$ cat src/rtl/pp_issue_16.sv
// Partial-product issue stage: latches two lanes of 2*CHUNK_W-bit operands and
// streams the four CHUNK_W x CHUNK_W partial products per lane to the accumulator.
module pp_issue_16 #(
  parameter int CHUNK_W = 8
) (
  input  logic                   clk,
  input  logic                   rst,
  input  logic                   in_valid,
  output logic                   in_ready,
  input  logic [2*CHUNK_W-1:0]   a1,
  input  logic [2*CHUNK_W-1:0]   b1,
  input  logic [2*CHUNK_W-1:0]   a2,
  input  logic [2*CHUNK_W-1:0]   b2,
  output logic                   start,
  output logic                   pp_valid,
  input  logic                   out_ready,
  output logic [2*CHUNK_W-1:0]   mult_out1,
  output logic [2*CHUNK_W-1:0]   mult_out2,
  output logic [1:0]             pp_idx,
  output logic                   pp_last,
  output logic                   dbg_state
);

  localparam int OP_W = 2 * CHUNK_W;

  // Handshakes: a transfer happens on a rising edge where valid && ready are
  // both high. Upstream holds in_valid and operands until in_ready; on the
  // output side a beat is consumed on pp_valid && out_ready and every output
  // holds steady until then.

  typedef enum logic [0:0] {
    S_IDLE  = 1'b0,
    S_ISSUE = 1'b1
  } state_t;

  state_t           state;
  logic [OP_W-1:0]  a1_q;
  logic [OP_W-1:0]  b1_q;
  logic [OP_W-1:0]  a2_q;
  logic [OP_W-1:0]  b2_q;
  logic [1:0]       next_idx;

  assign dbg_state = state;
  assign next_idx  = pp_idx + 2'd1;

  // idx[1] selects the multiplicand half, idx[0] the multiplier half, giving
  // the order LL, LH, HL, HH.
  function automatic logic [OP_W-1:0] part_prod(
    input logic [OP_W-1:0] a,
    input logic [OP_W-1:0] b,
    input logic [1:0]      idx
  );
    logic [CHUNK_W-1:0] ac;
    logic [CHUNK_W-1:0] bc;
    ac = idx[1] ? a[OP_W-1:CHUNK_W] : a[CHUNK_W-1:0];
    bc = idx[0] ? b[OP_W-1:CHUNK_W] : b[CHUNK_W-1:0];
    return {{CHUNK_W{1'b0}}, ac} * {{CHUNK_W{1'b0}}, bc};
  endfunction

  always_ff @(posedge clk) begin
    if (rst) begin
      state     <= S_IDLE;
      in_ready  <= 1'b1;
      start     <= 1'b0;
      pp_valid  <= 1'b0;
      pp_last   <= 1'b0;
      pp_idx    <= 2'd0;
      mult_out1 <= '0;
      mult_out2 <= '0;
      a1_q      <= '0;
      b1_q      <= '0;
      a2_q      <= '0;
      b2_q      <= '0;
    end else begin
      case (state)
        S_IDLE: begin
          if (in_valid) begin
            a1_q     <= a1;
            b1_q     <= b1;
            a2_q     <= a2;
            b2_q     <= b2;
            in_ready <= 1'b0;
            state    <= S_ISSUE;
          end
        end
        S_ISSUE: begin
          if (!pp_valid) begin
            // First cycle after accept: products come from the latched copy.
            start     <= 1'b1;
            pp_valid  <= 1'b1;
            pp_idx    <= 2'd0;
            pp_last   <= 1'b0;
            mult_out1 <= part_prod(a1_q, b1_q, 2'd0);
            mult_out2 <= part_prod(a2_q, b2_q, 2'd0);
          end else if (out_ready) begin
            if (pp_idx == 2'd3) begin
              start    <= 1'b0;
              pp_valid <= 1'b0;
              pp_last  <= 1'b0;
              in_ready <= 1'b1;
              state    <= S_IDLE;
            end else begin
              pp_idx    <= next_idx;
              pp_last   <= (next_idx == 2'd3);
              mult_out1 <= part_prod(a1_q, b1_q, next_idx);
              mult_out2 <= part_prod(a2_q, b2_q, next_idx);
            end
          end
        end
        default: state <= S_IDLE;
      endcase
    end
  end

  a_ready_excl: assert property (@(posedge clk) disable iff (rst)
    pp_valid |-> !in_ready);

  a_start_tracks_valid: assert property (@(posedge clk) disable iff (rst)
    start == pp_valid);

  a_last_at_idx3: assert property (@(posedge clk) disable iff (rst)
    pp_valid |-> (pp_last == (pp_idx == 2'd3)));

  a_stall_hold: assert property (@(posedge clk) disable iff (rst)
    (pp_valid && !out_ready) |=> (pp_valid && $stable(mult_out1) &&
      $stable(mult_out2) && $stable(pp_idx) && $stable(pp_last)));

endmodule

$ cat config.mk
export PLATFORM = sky130hd
export DESIGN_NAME = pp_issue_16
export DESIGN_NICKNAME = d
export VERILOG_FILES = /design/src/rtl/pp_issue_16.sv
export SDC_FILE = /design/constraint.sdc
export NUM_CORES = 1
export LEC_CHECK = 0
export CAP_MARGIN = 10
export CORE_AREA = 3 3 129 225
export CTS_CLUSTER_DIAMETER = 60
export DETAILED_ROUTE_END_ITERATION = 7
export DIE_AREA = 0 0 132 228
export GPL_ROUTABILITY_DRIVEN = 0
export PLACE_DENSITY = 0.76
export RECOVER_POWER = 100
export SYNTH_ARGS = -nofsm -noshare
export SYNTH_HDL_FRONTEND = slang
export SYNTH_SLANG_ARGS = --single-unit
$ cat constraint.sdc
create_clock -name clk -period 9.2 [get_ports clk]
set_clock_uncertainty 0.1 [all_clocks]
set_input_delay 2.3 -clock clk [delete_from_list [all_inputs] [get_ports clk]]
set_output_delay 2.3 -clock clk [all_outputs]
set_load 0.01 [all_outputs]
==> results of run 1 <==
==> sequential cells by signal, indices dropped and copies added (netlist names) <==
register	cells
mult_out1	16
in_ready	1
dbg_state	1
pp_last	1
b1_q	16
pp_valid	1
a2_q	16
a1_q	16
pp_idx	2
start	1
b2_q	16
mult_out2	16
==> stage by stage <==
step | instances | hold WS, ns
floorplan | 1474 | 0.336
global placement | 1894 | 0.330
detailed placement | 1894 | 0.334
CTS | 1910 | 0.347
global route | 1910 | 0.371
finish | 1910 | 0.340
==> cells in the mapped netlist (10+ instances only) <==
cell type  instances
inv_1            210
nand2_1          187
nor2_1           155
ha_1             146
fa_1             144
a21oi_1          104
dfxtp_1          103
and2_1            97
clkbuf_1          45
mux2i_1           45
o21ai_0           26
or2_2             24
xnor2_1           21
a211oi_1          17
nor3_1            15
nand2b_1          12
xor2_1            12
buf_1             11
nand3_1           10
o21a_1            10
==> final timing paths <==
path / cells after the start / to / startpoint / slack [ns]
hold / removal: 2 / in_ready$_SDFFE_PP1P_ / in_ready$_SDFFE_PP1P_ / 0.34
hold reg to reg: 2 / in_ready$_SDFFE_PP1P_ / in_ready$_SDFFE_PP1P_ / 0.34
setup reg to reg: 19 / mult_out1[14]$_SDFFE_PP0P_ / pp_idx[0]$_SDFFE_PP0P_ / 1.90
setup / recovery: 19 / mult_out1[14]$_SDFFE_PP0P_ / pp_idx[0]$_SDFFE_PP0P_ / 1.90
==> cell usage in the layout, fill, tap and decap left out, types with 3 or more instances in the layout <==
master           count
or3_1                6
xor2_1              12
fa_1               144
a31oi_1              7
nand2_1            187
ha_1               146
nand2b_1            11
nor3_1              15
or2_2               24
a21o_1               8
o21ai_0             26
mux2i_1             45
xnor2_1             21
o21a_1              10
inv_1              210
clkbuf_16            9
clkdlybuf4s50_1     66
nor2_1             155
nor2b_1              6
and2_1              96
a21oi_1            105
dfxtp_1            103
nand3_1             10
a211oi_1            17
o211ai_1             4
buf_4                5
dlygate4sd3_1       39
a311oi_1             3
==> cell families (layout without fill, tap and decap cells) <==
logic type	Yosys count	count (layout)
buffers and inverters	270	337
AND/OR/NAND/NOR	522	522
AO/OA/AOI/OAI	211	211
adder cells (fa/ha/maj)	290	290
flip-flops	103	103
XOR/XNOR	33	33
multiplexers	45	45
==> worst max-delay path, delay by kind of cell, from the launching register on <==
| kind | cells | cell delay [ns] |
|---|---|---|
| adders and majority gates | 6 | 3.25 |
| AOI/OAI and AO/OA | 5 | 1.15 |
| DFF | 1 | 1.08 |
| muxes | 2 | 0.88 |
| and+or+nand+nor | 2 | 0.43 |
| buffers and inverters | 4 | 0.37 |
==> cell type report <==
class	instances	share of cell area, %
well taps	369	3.33
clock buffers	10	1.72
flip-flops and latches	103	14.9
multi-input cells	1101	65.9
inverters	210	5.68
clock inverters	6	0.604
repair buffers	111	7.87
==> routing by layer <==
layer	part of all wire, %	vias up
met2	53	324
met5	0	-
met4	7.0	0
met3	4.0	100
li1	-	4835
met1	36	4962
==> report_power, final <==
part	switching (mW)	total [mW]	internal, mW
Clock	0.202	0.428	0.226
Sequential	0.0408	0.514	0.473
Combinational	0.161	0.282	0.121
Total	0.404	1.22	0.820
==> qor.yml, run 1 <==
clock_tree:
  cts_buffers: 9
  htreeDepth: 3
  cts_hold_buf: 0
  clk_latency_ns: 0.37
  root_buffer: "clkbuf_16"
  clkTransAtPathRegs_ns: 0.09
  cts_resized: 0
  cts_setup_buffers: 0
  clockBufferDepth: 2
  cts_tree: "built"
  clock_sink_count: 103
run_status:
  status: "complete, but fails checks"
  failed_checks: "capacitance limit, slew limit"
timing:
  slew_headroom_pct: -190
  finalCritPeriodShare_pct: 79.4
  fin_crit_ns: 7.30
  tightest_slew_ns: 4.35
  maxSlewViolCount: 98
  fmax_ghz: 0.137
  setup_tns_ns: 0
  rsz0062_at_grt: "false"
  setup_viol: 0
  fin_ws_ns: 1.90
  hold_viol: 0
placement:
  dp_slack_ns: 2.05
  hpwlAfterDp_mm: 25.8
  port_buffers: 106
  place_area_um2: 13600
power:
  power_density_nw_per_um2: 88.2
  ir_drop_uv: 94.4
  p_leak_nw: 6.83
  total_power_mw: 1.22
global_routing:
  antenna_found_initial: 0
  groute.layer.met2.usage_pct: 39.4
  met1_usage_pct: 22.4
  grt_use_total_pct: 21.2
  grt_pass1_wl_mm: 51.5
  grtUsageMet3_pct: 2.40
  grt_overflow: 0
  busiest_layer: "met2"
  grt_pass1_vias: 10371
  grt_max_degree: 98
synthesis:
  syn_nets: 1832
  ys_types: 58
  synth_compound_area_share_pct: 10.8
  synth_area_um2: 12200
  synth_top_family_by_area: "adder cells"
  synth_fa_ha_area_share_pct: 38.5
  ys.flop_type: "dfxtp_1"
  synth-seq-cells: 103
  ys_seq_area_share_pct: 16.9
  synth-xor-area-share_pct: 2.36
  netlist_instances: 1474
  synth_edf_count: 0
  syn-mean-instance-area_um2: 8.30
  synth_mux_area_share_pct: 3.68
  synth_warnings: 0
  yosysTopAreaCell: "fa_1"
  synthArstFlopShare_pct: 0
  synthTopCellsByArea: "fa_1, dfxtp_1, ha_1"
  synth_simple_gate_area_share_pct: 19.5
  synth_top_area_share_pct: 23.6
cells_and_area:
  ff_latch_area_um2: 2060
  final_layout_size_suffix_gt1_share_pct: 3.37
  antenna_cells: 0
  multi_input_area_um2: 9150
  finalInstanceArea_um2: 13900
  synthToLayoutAreaGrowth_pct: 13.5
  num-nets-final: 1894
  num-fill-cells: 2509
  final_core_util_pct: 50.8
worst_setup_path:
  slowest_delay_ns: 1.08
  cp_cell_sequence: "inv_1, ha_1, mux2i_1, or2_2, fa_1, fa_1, inv_1, fa_1, inv_1, fa_1, inv_1, ha_1, and2_0, a221o_1, a21oi_1, o22ai_1, o41ai_4, mux2i_1, o221a_1"
  path_class: "reg -> reg"
  end_kind: "flop"
  cp.required_ns: 9.43
  critPathSlowestCell: "dfxtp_1"
  start_kind: "flop"
  crit_arrival_ns: 7.53
  cp_max_fo: 19
drt:
  dr.pass1.iters: 5
  drcViolationCount: 0
  detail-route-antenna-nets: 0
  vias: 10221
  drt-vias-per-instance: 5.35
  drt_iter0_drc: 512
  wl_mm: 32.1
  wl_per_cell_um: 16.8
run:
  drv_cap: 1
die:
  die_width_um: 132
  start_util_pct: 44.8
  ios: 107
  fp.coreArea_um2: 27300
  die_h_um: 228
  dieArea_um2: 30100
  rows: 80
hold_path:
  min_path_type: "reg -> reg"
Note: power is estimated with default switching activity, not from simulation.
==> run 2: changes to the inputs <==
Settings changed: PLACE_DENSITY 0.76 to 0.78.
Clock period 9.2 ns to 6.06 ns, I/O delays scaled along.
==> run 2 against run 1 <==
The flow still finishes with violations (capacitance limit, slew limit); largest power group unchanged; critical path type unchanged; largest cell class unchanged; critical path depth up 1; die area is the same; sequential share of layout area decreased by 0.24 points; sequential power increased by 50%; highest routed layer unchanged; first-iteration DRC count grew 11%; worst setup slack worse by 1.6 ns.
==> qor.yml, run 2 (same netlist as run 1, synthesis figures left out) <==
clock_tree:
  clock_sink_count: 103  # unchanged
  root_buffer: "clkbuf_16"
  cts_resized: 0  # unchanged
  clockBufferDepth: 2  # unchanged
  cts_setup_buffers: 0  # unchanged
  cts_tree: "built"
  clkTransAtPathRegs_ns: 0.08  # about the same
  cts_hold_buf: 0  # unchanged
  htreeDepth: 3  # unchanged
  clk_latency_ns: 0.37  # about the same
  cts_buffers: 9  # unchanged
die:
  rows: 80  # unchanged
  die_width_um: 132  # unchanged
  start_util_pct: 44.8  # unchanged
  ios: 107  # unchanged
  fp.coreArea_um2: 27300  # unchanged
  die_h_um: 228  # unchanged
  dieArea_um2: 30100  # unchanged
worst_setup_path:
  crit_arrival_ns: 5.93  # -1.60 ns
  cp_max_fo: 8  # -11
  cp.required_ns: 6.28  # -3.15 ns
  start_kind: "flop"
  end_kind: "flop"
  path_class: "reg -> reg"
timing:
  slew_headroom_pct: -43.9  # +150 points
  hold_viol: 0  # unchanged
  rsz0062_at_grt: "false"
  tightest_slew_ns: 2.16  # -2.19 ns
  fin_crit_ns: 5.72  # -1.59 ns
  setup_viol: 0  # unchanged
  fin_ws_ns: 0.344  # -1.55 ns
  finalCritPeriodShare_pct: 94.3  # +15 points
  maxSlewViolCount: 182  # +86%
  setup_tns_ns: 0  # unchanged
  fmax_ghz: 0.175  # +28%
placement:
  port_buffers: 106  # unchanged
  dp_slack_ns: 0.403  # -1.65 ns
  hpwlAfterDp_mm: 27.1  # +5.3%
drt:
  drcViolationCount: 0  # unchanged
  detail-route-antenna-nets: 0  # unchanged
  wl_mm: 33.2  # +3.4%
  wl_per_cell_um: 17.1  # +1.5%
  drt-vias-per-instance: 5.36  # +0.21%
  vias: 10441  # +2.2%
  drt_iter0_drc: 569  # +11%
  dr.pass1.iters: 5  # unchanged
power:
  seqPwrFrac_pct: 42.7  # +0.7 points
  p_int_mw: 1.20  # +47%
  comb_power_share_pct: 25.3  # +2.3 points
  ir_drop_uv: 139  # +47%
  p_sw_mw: 0.610  # +51%
  swShare_pct: 33.6  # +0.63 points
  p_leak_nw: 6.95  # +1.9%
  power_density_nw_per_um2: 129  # +46%
  clkPwrFrac_pct: 32.0  # -3.0 points
global_routing:
  antenna_found_initial: 0  # unchanged
  grt_overflow: 0  # unchanged
  grt_max_degree: 98  # unchanged
  grt_pass1_wl_mm: 54.4  # +5.5%
  grt_use_total_pct: 22.3  # +1.1 points
  grt_pass1_vias: 11096  # +7.0%
run_status:
  status: "complete, but fails checks"
  failed_checks: "capacitance limit, slew limit"
cells_and_area:
  antenna_cells: 0  # unchanged
  num-fill-cells: 2484  # -1.0%
  ff_latch_area_um2: 2060  # unchanged
  synthToLayoutAreaGrowth_pct: 15.3
  num-nets-final: 1932  # +2.0%
  multi_input_area_um2: 9150  # about the same
  final_common_cell: "inv_1"
  final_cell_mix: "inv_1, nand2_1, nor2_1"
  final_layout_size_suffix_gt1_share_pct: 5.64  # +2.3 points
hold_path:
  min_path_type: "reg -> reg"
run:
  drv_cap: 3  # +2
run 2: worst max-delay path: stages (launching register included):
cell and delay [ns]:
dfxtp_1 0.34, inv_1 0.07, ha_1 0.30, buf_4 0.20, mux2i_1 0.54, or2_2 0.23, fa_1 0.41, fa_1 0.51
inv_1 0.05, fa_1 0.50, inv_1 0.06, fa_1 0.47, inv_1 0.04, ha_1 0.31, and2_4 0.16, a221o_1 0.36
a21oi_2 0.18, o22ai_1 0.16, o41ai_4 0.25, mux2i_1 0.23, o221a_1 0.19
run 2: path summary, 6_finish.rpt:
check                                               start                          to  slack [ns]  depth (start not counted)
worst min register to register  mult_out1[4]$_SDFFE_PP0P_   mult_out1[4]$_SDFFE_PP0P_        0.36                          2
worst min-delay path            mult_out1[4]$_SDFFE_PP0P_   mult_out1[4]$_SDFFE_PP0P_        0.36                          2
worst max register to register     pp_idx[0]$_SDFFE_PP0P_  mult_out1[14]$_SDFFE_PP0P_        0.34                         20
worst max-delay path               pp_idx[0]$_SDFFE_PP0P_  mult_out1[14]$_SDFFE_PP0P_        0.34                         20
run 2: cell type report:
cell class                      count  share of cell area (%)
Multi-Input combinational cell   1101                    64.9
Tap cell                          369                    3.27
Timing Repair Buffer              149                    9.69
Clock inverter                      6                   0.355
Clock buffer                        9                    1.60
Inverter                          210                    5.59
Sequential cell                   103                    14.6
run 2: routing by layer:
layer	vias up	share of wire [%]	global-route usage, %
li1	4906	-	-
met1	5020	35	22.2
met2	368	52	41.3
met3	147	4.4	2.87
met4	0	8.8	17.5
met5	-	0	0
run 2: through the flow:
stage / std cells / cell area (um2) / hold WS (ns) / util [%] / power (mW)
after floorplan: 1474 / 12200 / 0.336 / - / 1.04
after global placement: 1932 / 13900 / 0.343 / 50.7 / 1.23
after detailed placement: 1932 / 13900 / 0.350 / 50.7 / 1.25
after CTS: 1947 / 14100 / 0.361 / 51.7 / 1.83
after global routing: 1947 / 14100 / 0.375 / 51.6 / 1.89
final: 1947 / 14100 / 0.358 / 51.6 / 1.81
run 2: power by group through the flow:
stage / combinational, mW / clock, mW / sequential (mW)
3_5_place_dp: 0.462 / 0 / 0.788
3_3_place_gp: 0.447 / 0 / 0.788
6_report: 0.459 / 0.580 / 0.773
2_1_floorplan: 0.277 / 0 / 0.763
4_1_cts: 0.465 / 0.588 / 0.773
5_1_grt: 0.510 / 0.605 / 0.778
